### config.mk
export PLATFORM = sky130hd
export DESIGN_NAME = csr_exec_unit
export DESIGN_NICKNAME = d
export VERILOG_FILES = /design/src/rtl/csr_pkg.sv /design/src/rtl/csr_regfile.sv /design/src/rtl/csr_exec_unit.sv
export SDC_FILE = /design/constraint.sdc
export NUM_CORES = 1
export LEC_CHECK = 0
export ABC_AREA = 0
export ABC_CLOCK_PERIOD_IN_PS = 5500
export CORE_MARGIN = 2
export CORE_UTILIZATION = 51
export DETAILED_ROUTE_END_ITERATION = 10
export PLACE_DENSITY = 0.8
export SLEW_MARGIN = 15
export SYNTH_ARGS = -nofsm -noshare
export SYNTH_HDL_FRONTEND = slang
export SYNTH_HIERARCHICAL = 1
export SYNTH_SLANG_ARGS = --single-unit
### constraint.sdc
create_clock -name clk -period 5.5 [get_ports clk]
set_clock_uncertainty 0.2 [all_clocks]
set_input_delay 0.55 -clock clk [delete_from_list [all_inputs] [get_ports clk]]
set_output_delay 0.55 -clock clk [all_outputs]
set_load 0.01 [all_outputs]
### src/rtl/csr_pkg.sv
// CSR execution package: CSR addresses, ALUOP encodings, issue-packet field
// positions, pipeline stage records and the CSR read-modify-write helpers.
// Optional feature macro used by csr_exec_unit: CSR_EXEC_FWD_EN.
package csr_pkg;

    localparam logic [31:0] MTVEC_RESET_DEFAULT = 32'h0000_0100;

    // Machine-mode CSR addresses implemented by csr_regfile
    localparam logic [11:0] CSR_MSTATUS  = 12'h300;
    localparam logic [11:0] CSR_MIE      = 12'h304;
    localparam logic [11:0] CSR_MTVEC    = 12'h305;
    localparam logic [11:0] CSR_MSCRATCH = 12'h340;
    localparam logic [11:0] CSR_MEPC     = 12'h341;
    localparam logic [11:0] CSR_MCAUSE   = 12'h342;
    localparam logic [11:0] CSR_MCYCLE   = 12'hB00;

    // ALUOP encodings; every other value behaves as a NOP
    localparam logic [3:0] ALUOP_RW = 4'd1;
    localparam logic [3:0] ALUOP_RS = 4'd2;
    localparam logic [3:0] ALUOP_RC = 4'd3;

    // Issue packet field positions
    localparam int PKT_VALID_BIT = 129;
    localparam int PKT_TAG_MSB   = 128;
    localparam int PKT_TAG_LSB   = 121;
    localparam int PKT_INST_MSB  = 120;
    localparam int PKT_INST_LSB  = 89;
    localparam int PKT_RD_MSB    = 88;
    localparam int PKT_RD_LSB    = 81;
    localparam int PKT_ALUOP_MSB = 80;
    localparam int PKT_ALUOP_LSB = 77;
    localparam int PKT_SRC2_BIT  = 76;
    localparam int PKT_CDATA_MSB = 75;
    localparam int PKT_CDATA_LSB = 44;
    localparam int PKT_ADDR_MSB  = 43;
    localparam int PKT_ADDR_LSB  = 32;
    localparam int PKT_IMM_MSB   = 31;
    localparam int PKT_IMM_LSB   = 0;

    // Instruction held in E1 while the CSR and register operand are read
    typedef struct packed {
        logic        valid;
        logic [7:0]  tag;
        logic [31:0] inst_num;
        logic [7:0]  rd;
        logic [3:0]  aluop;
        logic        src_imm;
        logic [11:0] addr;
        logic [4:0]  uimm;
    } e1_t;

    // Completed result held in E2: writeback fields plus the pending CSR write
    typedef struct packed {
        logic        valid;
        logic [7:0]  rd;
        logic [31:0] inst_num;
        logic [31:0] wb_data;
        logic        illegal;
        logic        we;
        logic [11:0] addr;
        logic [31:0] wdata;
    } e2_t;

    // New CSR value for a read-modify-write
    function automatic logic [31:0] csr_alu_result(input logic [3:0]  aluop,
                                                   input logic [31:0] old_val,
                                                   input logic [31:0] src);
        logic [31:0] res;
        case (aluop)
            ALUOP_RW: res = src;
            ALUOP_RS: res = old_val | src;
            ALUOP_RC: res = old_val & ~src;
            default:  res = old_val;
        endcase
        return res;
    endfunction

    // Set/clear with a zero source must not write (no side effects on read-only use)
    function automatic logic csr_alu_writes(input logic [3:0]  aluop,
                                            input logic [31:0] src);
        logic wr;
        case (aluop)
            ALUOP_RW: wr = 1'b1;
            ALUOP_RS: wr = (src != 32'd0);
            ALUOP_RC: wr = (src != 32'd0);
            default:  wr = 1'b0;
        endcase
        return wr;
    endfunction

    function automatic logic csr_is_op(input logic [3:0] aluop);
        return (aluop == ALUOP_RW) || (aluop == ALUOP_RS) || (aluop == ALUOP_RC);
    endfunction

endpackage

### src/rtl/csr_regfile.sv
// Machine-mode CSR storage: address decode, one combinational read port, one
// write port, free-running mcycle counter and trap capture of mepc/mcause.
module csr_regfile
    import csr_pkg::*;
#(
    parameter logic [31:0] MTVEC_RESET = MTVEC_RESET_DEFAULT
) (
    input  logic        clk,
    input  logic        reset,
    input  logic [11:0] rd_addr,
    output logic [31:0] rd_data,
    output logic        rd_hit,
    input  logic        wr_en,
    input  logic [11:0] wr_addr,
    input  logic [31:0] wr_data,
    input  logic        exception_sig,
    input  logic [31:0] exc_pc,
    input  logic [31:0] exc_cause,
    output logic [31:0] mtvec_out,
    output logic [31:0] mepc_out
);

    logic [31:0] mstatus_q, mstatus_d;
    logic [31:0] mie_q, mie_d;
    logic [31:0] mtvec_q, mtvec_d;
    logic [31:0] mscratch_q, mscratch_d;
    logic [31:0] mepc_q, mepc_d;
    logic [31:0] mcause_q, mcause_d;
    logic [31:0] mcycle_q, mcycle_d;

    // Read decode: unmapped addresses read as zero and report a miss
    always_comb begin
        rd_data = 32'd0;
        rd_hit  = 1'b1;
        case (rd_addr)
            CSR_MSTATUS:  rd_data = mstatus_q;
            CSR_MIE:      rd_data = mie_q;
            CSR_MTVEC:    rd_data = mtvec_q;
            CSR_MSCRATCH: rd_data = mscratch_q;
            CSR_MEPC:     rd_data = mepc_q;
            CSR_MCAUSE:   rd_data = mcause_q;
            CSR_MCYCLE:   rd_data = mcycle_q;
            default:      rd_hit  = 1'b0;
        endcase
    end

    // Next state: explicit write beats the mcycle increment, trap capture beats writes
    always_comb begin
        mstatus_d  = mstatus_q;
        mie_d      = mie_q;
        mtvec_d    = mtvec_q;
        mscratch_d = mscratch_q;
        mepc_d     = mepc_q;
        mcause_d   = mcause_q;
        mcycle_d   = mcycle_q + 32'd1;
        if (wr_en) begin
            case (wr_addr)
                CSR_MSTATUS:  mstatus_d  = wr_data;
                CSR_MIE:      mie_d      = wr_data;
                CSR_MTVEC:    mtvec_d    = wr_data;
                CSR_MSCRATCH: mscratch_d = wr_data;
                CSR_MEPC:     mepc_d     = wr_data;
                CSR_MCAUSE:   mcause_d   = wr_data;
                CSR_MCYCLE:   mcycle_d   = wr_data;
                default:      ;
            endcase
        end
        if (exception_sig) begin
            mepc_d   = exc_pc;
            mcause_d = exc_cause;
        end
    end

    // CSR state registers
    always_ff @(posedge clk) begin
        if (reset) begin
            mstatus_q  <= 32'd0;
            mie_q      <= 32'd0;
            mtvec_q    <= MTVEC_RESET;
            mscratch_q <= 32'd0;
            mepc_q     <= 32'd0;
            mcause_q   <= 32'd0;
            mcycle_q   <= 32'd0;
        end else begin
            mstatus_q  <= mstatus_d;
            mie_q      <= mie_d;
            mtvec_q    <= mtvec_d;
            mscratch_q <= mscratch_d;
            mepc_q     <= mepc_d;
            mcause_q   <= mcause_d;
            mcycle_q   <= mcycle_d;
        end
    end

    assign mtvec_out = mtvec_q;
    assign mepc_out  = mepc_q;

endmodule

### src/rtl/csr_exec_unit.sv
// CSR execution stage: two-stage pipeline (E1 read/compute, E2 writeback and
// CSR commit) behind the CSR reservation station, with flush on trap/mret.
// Optional macro CSR_EXEC_FWD_EN forwards E2's pending write into E1's read.
module csr_exec_unit
    import csr_pkg::*;
#(
    parameter logic [31:0] MTVEC_RESET = MTVEC_RESET_DEFAULT
) (
    input  logic         clk,
    input  logic         reset,
    input  logic         exception_sig,
    input  logic         mret_sig,
    input  logic [31:0]  exc_pc,
    input  logic [31:0]  exc_cause,
    input  logic [129:0] rs_packet,
    output logic [7:0]   prf_raddr,
    input  logic [31:0]  prf_rdata,
    output logic [7:0]   CSR_phy,
    output logic         CSR_done,
    output logic [31:0]  csr_wb_data,
    output logic [31:0]  csr_wb_inst_num,
    output logic         illegal_csr,
    output logic [31:0]  mtvec_out,
    output logic [31:0]  mepc_out
);

    e1_t e1_q, e1_d;
    e2_t e2_q, e2_d;

    logic        flush;
    logic [31:0] rd_data;
    logic        rd_hit;
    logic [31:0] src_val;
    logic [31:0] old_val;
    logic [31:0] new_val;
    logic        csr_wr_en;

    // The stored csr_data field and the upper immediate bits are never consumed
    logic unused_pkt_bits;
    assign unused_pkt_bits = ^{rs_packet[PKT_CDATA_MSB:PKT_CDATA_LSB], rs_packet[PKT_IMM_MSB:5]};

    assign flush = exception_sig | mret_sig;

    // A flush edge discards the incoming packet along with everything in flight
    always_comb begin
        e1_d = '0;
        if (!flush) begin
            e1_d.valid    = rs_packet[PKT_VALID_BIT];
            e1_d.tag      = rs_packet[PKT_TAG_MSB:PKT_TAG_LSB];
            e1_d.inst_num = rs_packet[PKT_INST_MSB:PKT_INST_LSB];
            e1_d.rd       = rs_packet[PKT_RD_MSB:PKT_RD_LSB];
            e1_d.aluop    = rs_packet[PKT_ALUOP_MSB:PKT_ALUOP_LSB];
            e1_d.src_imm  = rs_packet[PKT_SRC2_BIT];
            e1_d.addr     = rs_packet[PKT_ADDR_MSB:PKT_ADDR_LSB];
            e1_d.uimm     = rs_packet[4:0];
        end
    end

    // E1: operand select, CSR read (optionally forwarded from E2) and ALU
    always_comb begin
        prf_raddr = e1_q.valid ? e1_q.tag : 8'd0;
        src_val   = e1_q.src_imm ? {27'd0, e1_q.uimm} : prf_rdata;
`ifdef CSR_EXEC_FWD_EN
        if (e2_q.valid && e2_q.we && (e2_q.addr == e1_q.addr)) begin
            old_val = e2_q.wdata;
        end else begin
            old_val = rd_data;
        end
`else
        old_val   = rd_data;
`endif
        new_val   = csr_alu_result(e1_q.aluop, old_val, src_val);
    end

    // E2 load: a flush kills the result so no CSR_done follows the flush cycle
    always_comb begin
        e2_d = '0;
        if (!flush && e1_q.valid) begin
            e2_d.valid    = 1'b1;
            e2_d.rd       = e1_q.rd;
            e2_d.inst_num = e1_q.inst_num;
            e2_d.wb_data  = csr_is_op(e1_q.aluop) ? old_val : 32'd0;
            e2_d.illegal  = ~rd_hit;
            e2_d.we       = csr_alu_writes(e1_q.aluop, src_val) & rd_hit;
            e2_d.addr     = e1_q.addr;
            e2_d.wdata    = new_val;
        end
    end

    // Pipeline stage registers
    always_ff @(posedge clk) begin
        if (reset) begin
            e1_q <= '0;
            e2_q <= '0;
        end else begin
            e1_q <= e1_d;
            e2_q <= e2_d;
        end
    end

    // An E2 write still pending when a flush arrives is dropped
    assign csr_wr_en = e2_q.valid & e2_q.we & ~flush;

    csr_regfile #(
        .MTVEC_RESET (MTVEC_RESET)
    ) u_regfile (
        .clk           (clk),
        .reset         (reset),
        .rd_addr       (e1_q.addr),
        .rd_data       (rd_data),
        .rd_hit        (rd_hit),
        .wr_en         (csr_wr_en),
        .wr_addr       (e2_q.addr),
        .wr_data       (e2_q.wdata),
        .exception_sig (exception_sig),
        .exc_pc        (exc_pc),
        .exc_cause     (exc_cause),
        .mtvec_out     (mtvec_out),
        .mepc_out      (mepc_out)
    );

    assign CSR_done        = e2_q.valid;
    assign CSR_phy         = e2_q.rd;
    assign csr_wb_data     = e2_q.wb_data;
    assign csr_wb_inst_num = e2_q.inst_num;
    assign illegal_csr     = e2_q.illegal;

endmodule

==> Word-level counts from Yosys, hierarchy flattened <==
Cells that the tools add are included.
{ "op_classes": {"n_addsub": 1, "eq_ne": 17, "muxes": 17, "bitwise_logic": 11, "n_reduce_logical": 19} }
{ "ops": {"columns": ["op", "n"], "rows": [
  ["32-bit 2-to-1 mux", 10],
  ["32-bit one-hot mux with 7 select lines", 1],
  ["12-bit by 10-bit == test with 1-bit output, second input constant", 12],
  ["119-bit 2-to-1 mux", 1],
  ["32-bit one-hot mux with 3 select lines", 1],
  ["32-bit by 1-bit adder with 32-bit output, second input constant", 1],
  ["32-bit AND", 1],
  ["32-bit NOT", 1],
  ["32-bit bitwise OR", 1],
  ["32-bit nonzero test", 1],
  ["12-bit == test, second input constant", 2],
  ["2-bit AND reduction", 6],
  ["4-bit by 2-bit == test with 1-bit output, second input constant", 2],
  ["8-bit 2-to-1 mux", 1],
  ["7-bit OR reduction", 1],
  ["2-bit nonzero test", 3],
  ["2-bit OR reduction", 3],
  ["4-bit by 1-bit == test with 1-bit output, second input constant", 1],
  ["1-bit NOT", 4],
  ["1-bit AND", 3],
  ["3-bit OR reduction", 1],
  ["1-bit logical OR", 2],
  ["1-bit 2-to-1 mux", 2],
  ["1-bit one-hot mux with 2 select lines", 1],
  ["3 further kinds", 3]
]} }
{ "word_totals": {"reg_bits": 414, "inputBits": 230, "out_inout_bits": 146} }

==> Longest topological paths before layout <==
Gate-level depths: netlist of the first run.
{ "logic_depth": {"word_depth": 6, "mapped_depth": 9, "mapped_depth_nobuf": 7} }

==> Hierarchy <==
The synthesis of the first run kept the hierarchy.
{ "by_module_without_submodules": {"columns": ["mod", "n_inst", "cells_each", "area_each_um2", "seq_area_each_um2"], "rows": [
  ["csr_regfile", 1, 1327, 11364.6, 4484.3],
  ["csr_exec_unit", 1, 629, 6518.8, 3803.6]
]} }

==> Worst setup path before layout of the first run <==
OpenSTA, ideal clock, no wires.
{ "synth_timing": {"kind": "input port to flip-flop", "start": "input mret_sig", "end": "register u_regfile.mepc_q[5], in the netlist u_regfile/mepc_out[5]", "setup_time_ps": 157, "t_arrival_ps": 2033, "t_required_ps": 5143, "slack_ps": 3110, "cell_stages": 8, "path_cell_list": "nor3_1 > and4b_1 > nand3_1 > or4b_1 > buf_2 > buf_6 > nor3_2 > a2111oi_2"} }
{ "synth_between": {"elab_chain_cells": 5} }
{ "synth_rtl": {"columns": ["element", "line", "text"], "rows": [
  ["start: declaration", "csr_exec_unit.sv:12", "input logic mret_sig,"],
  ["1-bit bitwise OR", "csr_exec_unit.sv:42", "assign flush = exception_sig | mret_sig;"],
  ["1-bit NOT", "csr_exec_unit.sv:102", "assign csr_wr_en = e2_q.valid & e2_q.we & ~flush;"],
  ["1-bit AND", "csr_exec_unit.sv:102", null],
  ["2-bit nonzero test (no source line)", null, null],
  ["2-bit AND reduction (no source line)", null, null],
  ["end signal: assignment", "csr_regfile.sv:89", "mepc_q <= mepc_d;"],
  ["end: declaration", "csr_regfile.sv:27", "logic [31:0] mepc_q, mepc_d;"]
]} }
Every way passes these cells.
A chain may end at the register's enable or synchronous reset.

==> Worst setup path in the final report of the first run <==
{ "layout_timing": {"start": "input mret_sig", "end": "register u_regfile.mepc_q[0], in the netlist u_regfile/mepc_out[0]"} }
{ "layout_between": {"elab_chain_cells": 5} }
{ "layout_rtl": {"columns": ["element", "line", "text"], "rows": [
  ["1-bit bitwise OR", "csr_exec_unit.sv:42", null],
  ["1-bit NOT", "csr_exec_unit.sv:102", null],
  ["1-bit AND", "csr_exec_unit.sv:102", null],
  ["named net csr_wr_en", "csr_exec_unit.sv:36", "logic csr_wr_en;"],
  ["2-bit nonzero test (no source line)", null, null],
  ["2-bit AND reduction (no source line)", null, null]
]} }
The timed path passes the listed nets, and every way through them passes these cells.

==> flow_summary.toml, run 1 <==
[setup_path]
critPathCaptureType = "flip-flop"
cp_top_family = "simple AND/OR/NAND/NOR gates"
start_kind = "primary input"
crit_slowest_cell = "nor4b_4"
timing.rr.end = "u_regfile/mepc_out[0]"
path_cells = "clkdlybuf4s50_1, nor3_1, and4b_1, nand3_1, nor4b_4, buf_4, nor3_1, a2111oi_0"
cp.buffers_inverters = 2
cp.depth = 8
cp_max_fo = 23
r2r_slack_ps = 2180
cp-endpoint = "u_regfile/mepc_out[0]"
required_ps = 5710
cp_common_cell = "nor3_1"
crit_arrival_ps = 3580
crit_start = "mret_sig"
setup.worst_path.class = "in -> reg"
max_stage_delay_ps = 650
rr_worst_depth = 8
reg2reg_from = "CSR_done"

[timing]
layout_worst_path_cycle_share = 0.612
fmax_ghz = 0.297
grt_setup_unrepaired = "no"
period_needed_ps = 3360
hold_violations = 0
final.setup.tns_ps = 0
relSlewSlack = 0.245
finalSetupViolCount = 0
worst_pin_slew_ps = 1130
setup_slack_ps = 2140
drv_slew = 0

[finish]
diodes = 0
drive_gt1_frac = 0.119
layout.cells.non_filler = 2598
fin_area_sq_um = 22100
area_growth_pct = 23.4
fin_nets = 2349

[logic_synthesis]
syn_inst = 1956
yosys-top-cells-area = "dfxtp_1, nand2_1, mux2i_1"
synth_ff_type = "dfxtp_1"
yosysMostFrequentCell = "dfxtp_1"
synth.top_cell.area_share = 0.463
yosys_warnings = 6
ys_seq_elements = 414
avgSynthCellArea_sq_um = 9.14
ys_types = 60
synthesis.nets = 2187
synth_commonest_cells = "dfxtp_1, nand2_1, a21oi_1"
synth_edf_count = 0
seq_area_frac_synth = 0.463
synth_area_leader_cell = "dfxtp_1"
syn_area_sq_um = 17900
ys_async_sr_fraction = 0

[drt]
drt_iter0_drc = 1723
wire_per_inst_um = 21.6
routed_wl_um = 56200
dr.pass1.iters = 6
drt.antenna.violating_nets = 0
via_per_inst = 5.86
drc_errors = 0
via_count = 15234

[clock_network]
path_clk_slew_ps = 60
hold_buffers = 0
cts.path.max_buffers = 3
numCtsBuffers = 42
root_buffer = "clkbuf_16"
insertion_delay_ps = 550
clock_sinks = 414
postCtsSetupRepairBufs = 0
cts_tree = "done"
cts-resized-gates = 0
htreeDepth = 2

[power]
power_frac_clock = 0.463
powerDensity_nw_per_um2 = 295
pwr-share-seq = 0.474
vdd_drop_max_uv = 285
cellLeakagePower_nw = 7.89
netSwitchingFraction = 0.222
total_power_mw = 6.51
net-switching-power_mw = 1.44
p_comb_frac = 0.064
p_int_mw = 5.07

[die]
die_y_um = 191
fp.dieArea_sq_um = 36600
io_pins = 376
coreArea_sq_um = 34500
initial_core_util = 0.518
die_w_um = 191
core.rowCount = 68

[placement]
io_buffers = 316
preCtsSetupSlack_ps = 1570
dp_hpwl_um = 38200
gp_congestion = 0.964
placed_cells = 2529
dpl_cell_area_sq_um = 20600

[worst_hold_path]
hold_class = "reg -> reg"

[grt]
grt_use_total = 0.300
grt_overflow_total = 0
grt_pass1_vias = 14679
antenna_found_initial = 2
grt_pass1_wl_um = 84600
grt_max_degree = 132

[run_status]
outcome = "finished clean"

[flow_run]
drv_cap = 0
## placed cells by master, fill, tap and decap left out, drive strengths merged, types with 3 or more instances in the layout
cell type	n
a2111oi	32
a211oi	23
a21oi	185
a22oi	32
a311oi	8
and2	115
and3	56
buf	27
bufinv	7
clkbuf	55
clkdlybuf4s50	314
clkinv	4
dfxtp	414
inv	39
mux2	69
mux2i	97
nand2	303
nand3	12
nand4	15
nor2	86
nor2b	3
nor3	79
nor4	8
nor4b	3
o21ai	41
o22a	32
o22ai	32
or3	8
xnor2	7
xor2	16
## area by class of cell
cell class	instances	area [sq um]
clock buffer	55	1150
clock inverter	14	292
fill	2822	12500
inverter	37	139
multi-input combinational	1282	8260
sequential	414	8290
tap	455	569
timing repair buffer	341	3360
## power groups by stage
stage | clock (mW) | sequential, mW | combinational (mW)
3_3_place_gp | 0 | 3.15 | 0.400
3_5_place_dp | 0 | 3.15 | 0.408
2_1_floorplan | 0 | 3.14 | 0.195
4_1_cts | 3.02 | 3.08 | 0.411
6_report | 3.01 | 3.08 | 0.415
5_1_grt | 3.16 | 3.09 | 0.439
## how the worst min path moves through the flow
stage,start,end,slack (ps),cells after the start
after global routing,e1_q[50],csr_wb_inst_num[20],270,1
after floorplan,u_regfile/mscratch_q[0],u_regfile/mscratch_q[0],230,2
after global placement,e1_q[40],csr_wb_inst_num[10],240,1
after CTS,u_regfile/mscratch_q[14],u_regfile/mscratch_q[14],250,2
after detailed placement,e1_q[26],CSR_phy[4],240,1
final,u_regfile/mstatus_q[26],u_regfile/mstatus_q[26],250,2
## metrics by stage
step	util	hold slack [ps]
after floorplan	-	234
after CTS	0.639	254
after global routing	0.639	265
final	0.639	254
after detailed placement	0.597	244
after global placement	0.596	238
## layer usage
metal,share of wire,wire length (um),global-route usage,up-vias
met1,0.40,22300,0.391,7245
li1,-,-,-,6998
met3,0.10,5850,0.0707,139
met5,0.00020,11,0,-
met4,0.042,2370,0.120,2
met2,0.46,25700,0.478,850
## sequential cells by signal (all words and copies together) (netlist names), 8 cells and up
signal / cells
u_regfile/mstatus_q: 32
u_regfile/mcause_q: 32
CSR_phy: 8
u_regfile/mtvec_out: 32
u_regfile/mscratch_q: 32
u_regfile/mepc_out: 32
u_regfile/mcycle_q: 32
e2_q: 45
u_regfile/mie_q: 32
csr_wb_data: 32
e1_q: 71
csr_wb_inst_num: 32
## worst min-delay path: stages (launching register included)
cell and delay (ps):
dfxtp_1 310, nand2_1 50, a21oi_1 50
## logic make-up after synthesis
family | Yosys count | share of synthesized area
AOI/OAI and AO/OA | 389 | 0.150
adders and majority gates | 1 | 0.000700
xor gates and xnor gates | 23 | 0.0113
buffers and inverters | 260 | 0.0753
DFF | 414 | 0.463
and+or+nand+nor | 703 | 0.202
muxes | 166 | 0.0977
Note: power is estimated with default switching activity, not from simulation.
==> run 2, diff against run 1 <==
Settings changed: ABC_CLOCK_PERIOD_IN_PS 5500 to 3200.
Clock period 5.5 ns to 3.2 ns, I/O delays scaled along.
==> run 2 against run 1 <==
Effect of this change:
- register-to-register slack got worse by 1800 ps
- combinational power increased by 73%
- first-iteration DRC count decreased by 10%
- clock power increased by 79%
- final cell count increased by 1.2%
- largest cell class unchanged
- largest power group is now clock
- highest routed layer is now met4
==> flow_summary.toml, run 2 (same netlist as run 1, synthesis figures left out) <==
[die]
core.rowCount = 68
coreArea_sq_um = 34500
fp.dieArea_sq_um = 36600
die_w_um = 191
io_pins = 376
die_y_um = 191
initial_core_util = 0.518

[clock_network]
htreeDepth = 2
hold_buffers = 0
cts.path.max_buffers = 3
cts-resized-gates = 0
root_buffer = "clkbuf_16"
cts_tree = "done"
numCtsBuffers = 43
clock_sinks = 414
insertion_delay_ps = 560
path_clk_slew_ps = 60
postCtsSetupRepairBufs = 0

[timing]
fmax_ghz = 0.352
grt_setup_unrepaired = "no"
period_needed_ps = 2840
final.setup.tns_ps = 0
layout_worst_path_cycle_share = 0.887
hold_violations = 0
relSlewSlack = 0.303
finalSetupViolCount = 0
worst_pin_slew_ps = 1050
drv_slew = 0

[drt]
wire_per_inst_um = 21.2
routed_wl_um = 55600
dr.pass1.iters = 6
drt.antenna.violating_nets = 0
drc_errors = 0
drt_iter0_drc = 1549
via_per_inst = 5.76
via_count = 15137

[setup_path]
max_stage_delay_ps = 820
path_cells = "nor4b_1, nand3b_1, or3b_2, o22ai_1, o21ai_0, a21oi_1"
cp.buffers_inverters = 0
crit_slowest_cell = "or3b_2"
crit_arrival_ps = 3110
required_ps = 3470
cp_top_family = "simple AND/OR/NAND/NOR gates"
critPathCaptureType = "flip-flop"
cp_max_fo = 32
start_kind = "flip-flop"
setup.worst_path.class = "reg -> reg"

[power]
net-switching-power_mw = 2.52
netSwitchingFraction = 0.220
cellLeakagePower_nw = 8.06
total_power_mw = 11.4
powerDensity_nw_per_um2 = 510
p_int_mw = 8.91
p_comb_frac = 0.063
pwr-share-seq = 0.465
vdd_drop_max_uv = 489
power_frac_clock = 0.473

[finish]
largestRegisters = "e1_q: 71 flops, e2_q: 45 flops"
top_register = "e1_q"
drive_gt1_frac = 0.129
diodes = 0
final_common_cell = "dfxtp_1"
largest_register_ffs = 71
fin_nets = 2370
fill_cells = 2756
layout_common_cells = "dfxtp_1, clkdlybuf4s50_1, nand2_1, a21oi_1, and2_1"
area_growth_pct = 25.3
fin_util = 0.649

[grt]
grt_overflow_total = 0
grt_max_degree = 164
grt_pass1_vias = 14729
grt_pass1_wl_um = 83800
grt_use_total = 0.296
antenna_found_initial = 0

[run_status]
outcome = "finished clean"

[worst_hold_path]
hold_class = "in -> reg"

[placement]
dp_hpwl_um = 38700
io_buffers = 316
gp_congestion = 0.959

[flow_run]
drv_cap = 0
## run 2: cell types whose count changed in the layout (fill, tap and decap cells not counted), moves of 2 or more
cell	delta
clkinv_2	+2
buf_4	+13
clkbuf_1	+4
buf_12	+8
## run 2: cell type report
type                       instances  area, sq um  share of cell area
clock buffer                      61         1200              0.0537
clock inverter                    18          337              0.0150
inverter                          37          139             0.00620
multi-input combinational       1282         8260               0.369
sequential                       414         8290               0.370
tap                              455          569              0.0254
timing repair buffer             361         3600               0.161
## run 2: final timing paths
check,startpoint,to,slack (ps),cells past startpoint
worst max register to register,e1_q[10],e2_q[5],360,6
worst max-delay path,e1_q[10],e2_q[5],360,6
worst min register to register,u_regfile/mstatus_q[11],u_regfile/mstatus_q[11],260,2
worst min-delay path,exception_sig,csr_wb_data[28],50,5
## run 2: power groups by stage
| stage | registers, mW | clock network (mW) | logic, mW |
|---|---|---|---|
| floorplan | 5.40 | 0 | 0.334 |
| global placement | 5.42 | 0 | 0.695 |
| detailed placement | 5.42 | 0 | 0.707 |
| CTS | 5.30 | 5.43 | 0.711 |
| global route | 5.31 | 5.65 | 0.759 |
| finish | 5.31 | 5.40 | 0.717 |
## run 2: worst min-delay path, delay by kind of cell
family,cells,cell delay (ps)
AND/OR/NAND/NOR,4,350
buffers and inverters,1,90
## run 2: metrics by stage
stage          setup slack, ps  std cells  area (sq um)  hold slack, ps
6_report                   360       2628         22400            55.0
2_1_floorplan              988       1956         17900             234
3_5_place_dp               161       2549         20900             244
5_1_grt                    288       2628         22400            62.8
3_3_place_gp               172       2549         20900             237
4_1_cts                    460       2628         22400            48.3
## run 2: routing by layer
layer / vias up / track usage / part of all wire
met4: 0 / 0.111 / 0.035
met1: 7166 / 0.387 / 0.40
li1: 7040 / - / -
met3: 111 / 0.0736 / 0.11
met5: - / 0 / 0
met2: 820 / 0.470 / 0.45
==> run 3, diff against run 2 <==
Settings changed: PLACE_DENSITY 0.8 to 0.81, SYNTH_HIERARCHICAL 1 to not set.
==> run 3 against run 2 <==
Effect of this change:
- sequential cell count unchanged
- register-to-register slack improved by 230 ps
- utilization increased by 0.21 points
- clock power decreased by 11%
- non-clock buffer count decreased by 2
- hold slack improved by 68 ps
- largest cell class unchanged
- largest power group is now sequential cells
==> flow_summary.toml, run 3 <==
[worst_hold_path]
hold_class = "in -> reg"
worst_hold_startpoint = "reset"
hold_end = "e2_q[0]"
worstHoldPathCells = 5

[logic_synthesis]
yosysMostFrequentCell = "dfxtp_1"
yosys_warnings = 0
synthesis.nets = 2123
ys_seq_elements = 414
synth.top_cell.area_share = 0.496
syn_inst = 1892
ys_types = 55
syn_area_sq_um = 16700
seq_area_frac_synth = 0.496
synth_edf_count = 0
yosys-top-cells-area = "dfxtp_1, nand2_1, a21oi_1"
synth_ff_type = "dfxtp_1"
synth_area_leader_cell = "dfxtp_1"
synth_commonest_cells = "dfxtp_1, nand2_1, a21oi_1"
avgSynthCellArea_sq_um = 8.84
ys_async_sr_fraction = 0

[drt]
drc_errors = 0
via_per_inst = 5.90
drt.antenna.violating_nets = 0
wire_per_inst_um = 20.4
dr.pass1.iters = 6
drt_iter0_drc = 1895
via_count = 15051
routed_wl_um = 52200

[setup_path]
critPathCaptureType = "flip-flop"
required_ps = 3410
setup.worst_path.class = "reg -> reg"
r2r_slack_ps = 590
path_cells = "or4b_4, nor2_2, buf_4, a22oi_1, and3_1, o21ai_0"
crit_slowest_cell = "or4b_4"
max_stage_delay_ps = 530
crit_arrival_ps = 2810
crit_start = "e1_q[7]"
cp_top_family = "simple AND/OR/NAND/NOR gates"
start_kind = "flip-flop"
cp.buffers_inverters = 1
rr_worst_depth = 6
reg2reg_from = "e1_q[7]"
timing.rr.end = "e2_q[27]"
cp_max_fo = 32

[placement]
dpl_cell_area_sq_um = 19800
dp_hpwl_um = 34800
preCtsSetupSlack_ps = 267
placed_cells = 2480
gp_congestion = 0.980
io_buffers = 316

[grt]
grt_max_degree = 124
grt_pass1_vias = 14659
grt_pass1_wl_um = 80100
grt_use_total = 0.298
antenna_found_initial = 0
grt_overflow_total = 0

[timing]
finalSetupViolCount = 0
drv_slew = 0
setup_slack_ps = 592
layout_worst_path_cycle_share = 0.815
hold_violations = 0
final.setup.tns_ps = 0
relSlewSlack = 0.354
period_needed_ps = 2610
worst_pin_slew_ps = 968
fmax_ghz = 0.383
grt_setup_unrepaired = "no"

[power]
vdd_drop_max_uv = 416
cellLeakagePower_nw = 7.68
powerDensity_nw_per_um2 = 505

[finish]
layout_common_cells = "dfxtp_1, nand2_1, clkdlybuf4s50_1, a21oi_1, and2_1"
layout.cells.non_filler = 2552
diodes = 0
fin_area_sq_um = 21100
largestRegisters = "e1_q: 71 flops, e2_q: 45 flops"
largest_register_ffs = 71
top_register = "e1_q"
area_growth_pct = 26.2
drive_gt1_frac = 0.0682
fin_nets = 2314
final_common_cell = "dfxtp_1"

[die]
core.rowCount = 66
coreArea_sq_um = 32500
io_pins = 376
fp.dieArea_sq_um = 34300
die_y_um = 185
die_w_um = 185
initial_core_util = 0.515

[clock_network]
cts_tree = "done"
cts-resized-gates = 0
numCtsBuffers = 43
insertion_delay_ps = 540
hold_buffers = 0
clock_sinks = 414
cts.path.max_buffers = 3
root_buffer = "clkbuf_16"
postCtsSetupRepairBufs = 0
htreeDepth = 2
path_clk_slew_ps = 60

[run_status]
outcome = "finished clean"

[flow_run]
drv_cap = 0
-- run 3: changes by cell type after synthesis, moves of 27 or more --
cell	before	now
nand2_1	302	362
mux2_2	64	5
nor3_1	44	5
a221o_1	0	34
o21ai_0	12	45
inv_1	36	4
mux2i_1	97	65
o22a_1	32	0
o2bb2ai_1	0	31
a2111oi_2	30	0
a22oi_1	32	61
nor3_2	32	3
and3_1	56	84
o22ai_1	32	5
-- run 3: kinds of logic (layout without fill, tap and decap cells) --
| logic type | after synthesis | in the layout | share of synthesized area |
|---|---|---|---|
| AOI/OAI and AO/OA | 432 | 432 | 0.166 |
| and+or+nand+nor | 727 | 727 | 0.212 |
| DFF | 414 | 414 | 0.496 |
| muxes | 70 | 70 | 0.0423 |
| adders and majority gates | 1 | 1 | 0.000748 |
| buffers and inverters | 218 | 436 | 0.0676 |
| xor gates and xnor gates | 30 | 30 | 0.0157 |
-- run 3: per-layer routing --
metal | wire length [um] | vias up | track usage | share of wire
li1 | - | 6856 | - | -
met1 | 19400 | 6975 | 0.360 | 0.37
met2 | 23300 | 1013 | 0.474 | 0.45
met3 | 6470 | 207 | 0.0897 | 0.12
met4 | 2960 | 0 | 0.169 | 0.057
met5 | 0 | - | 0 | 0
-- run 3: power by group --
group,leakage [nW],internal (mW),switching [mW],total (mW)
Clock,0.669,2.80,1.99,4.79
Combinational,3.66,0.316,0.262,0.579
Sequential,3.35,5.23,0.0573,5.29
-- run 3: cell type report --
| class | instances | area (sq um) |
|---|---|---|
| Clock buffer | 59 | 1220 |
| Clock inverter | 13 | 119 |
| Fill cell | 2528 | 11300 |
| Inverter | 5 | 18.8 |
| Multi-Input combinational cell | 1260 | 7370 |
| Sequential cell | 414 | 8290 |
| Tap cell | 442 | 553 |
| Timing Repair Buffer | 359 | 3550 |
-- run 3: worst max-delay path by stage --
stage                                        to  slack [ps]  depth (start not counted)
final                                  e2_q[27]         590                          6
after global routing               prf_raddr[2]         520                          3
after global placement    u_regfile.mcycle_q[1]         270                          7
after detailed placement  u_regfile.mcycle_q[1]         270                          7
after CTS                          prf_raddr[0]         590                          3
after floorplan                         e2_q[0]        1080                          7
-- run 3: tightest hold or removal path: cells and delay by family --
kind / cells / cell delay, ps
compound gates: 1 / 50
buf+inv: 2 / 320
simple gates: 2 / 120
-- run 3: through the flow --
step | power, mW | hold WS [ps] | utilization
after global placement | 5.95 | 237 | 0.609
after detailed placement | 5.96 | 243 | 0.609
final | 10.7 | 123 | 0.651
after global routing | 10.9 | 139 | 0.651
after CTS | 10.7 | 121 | 0.651
after floorplan | 5.60 | 229 | -
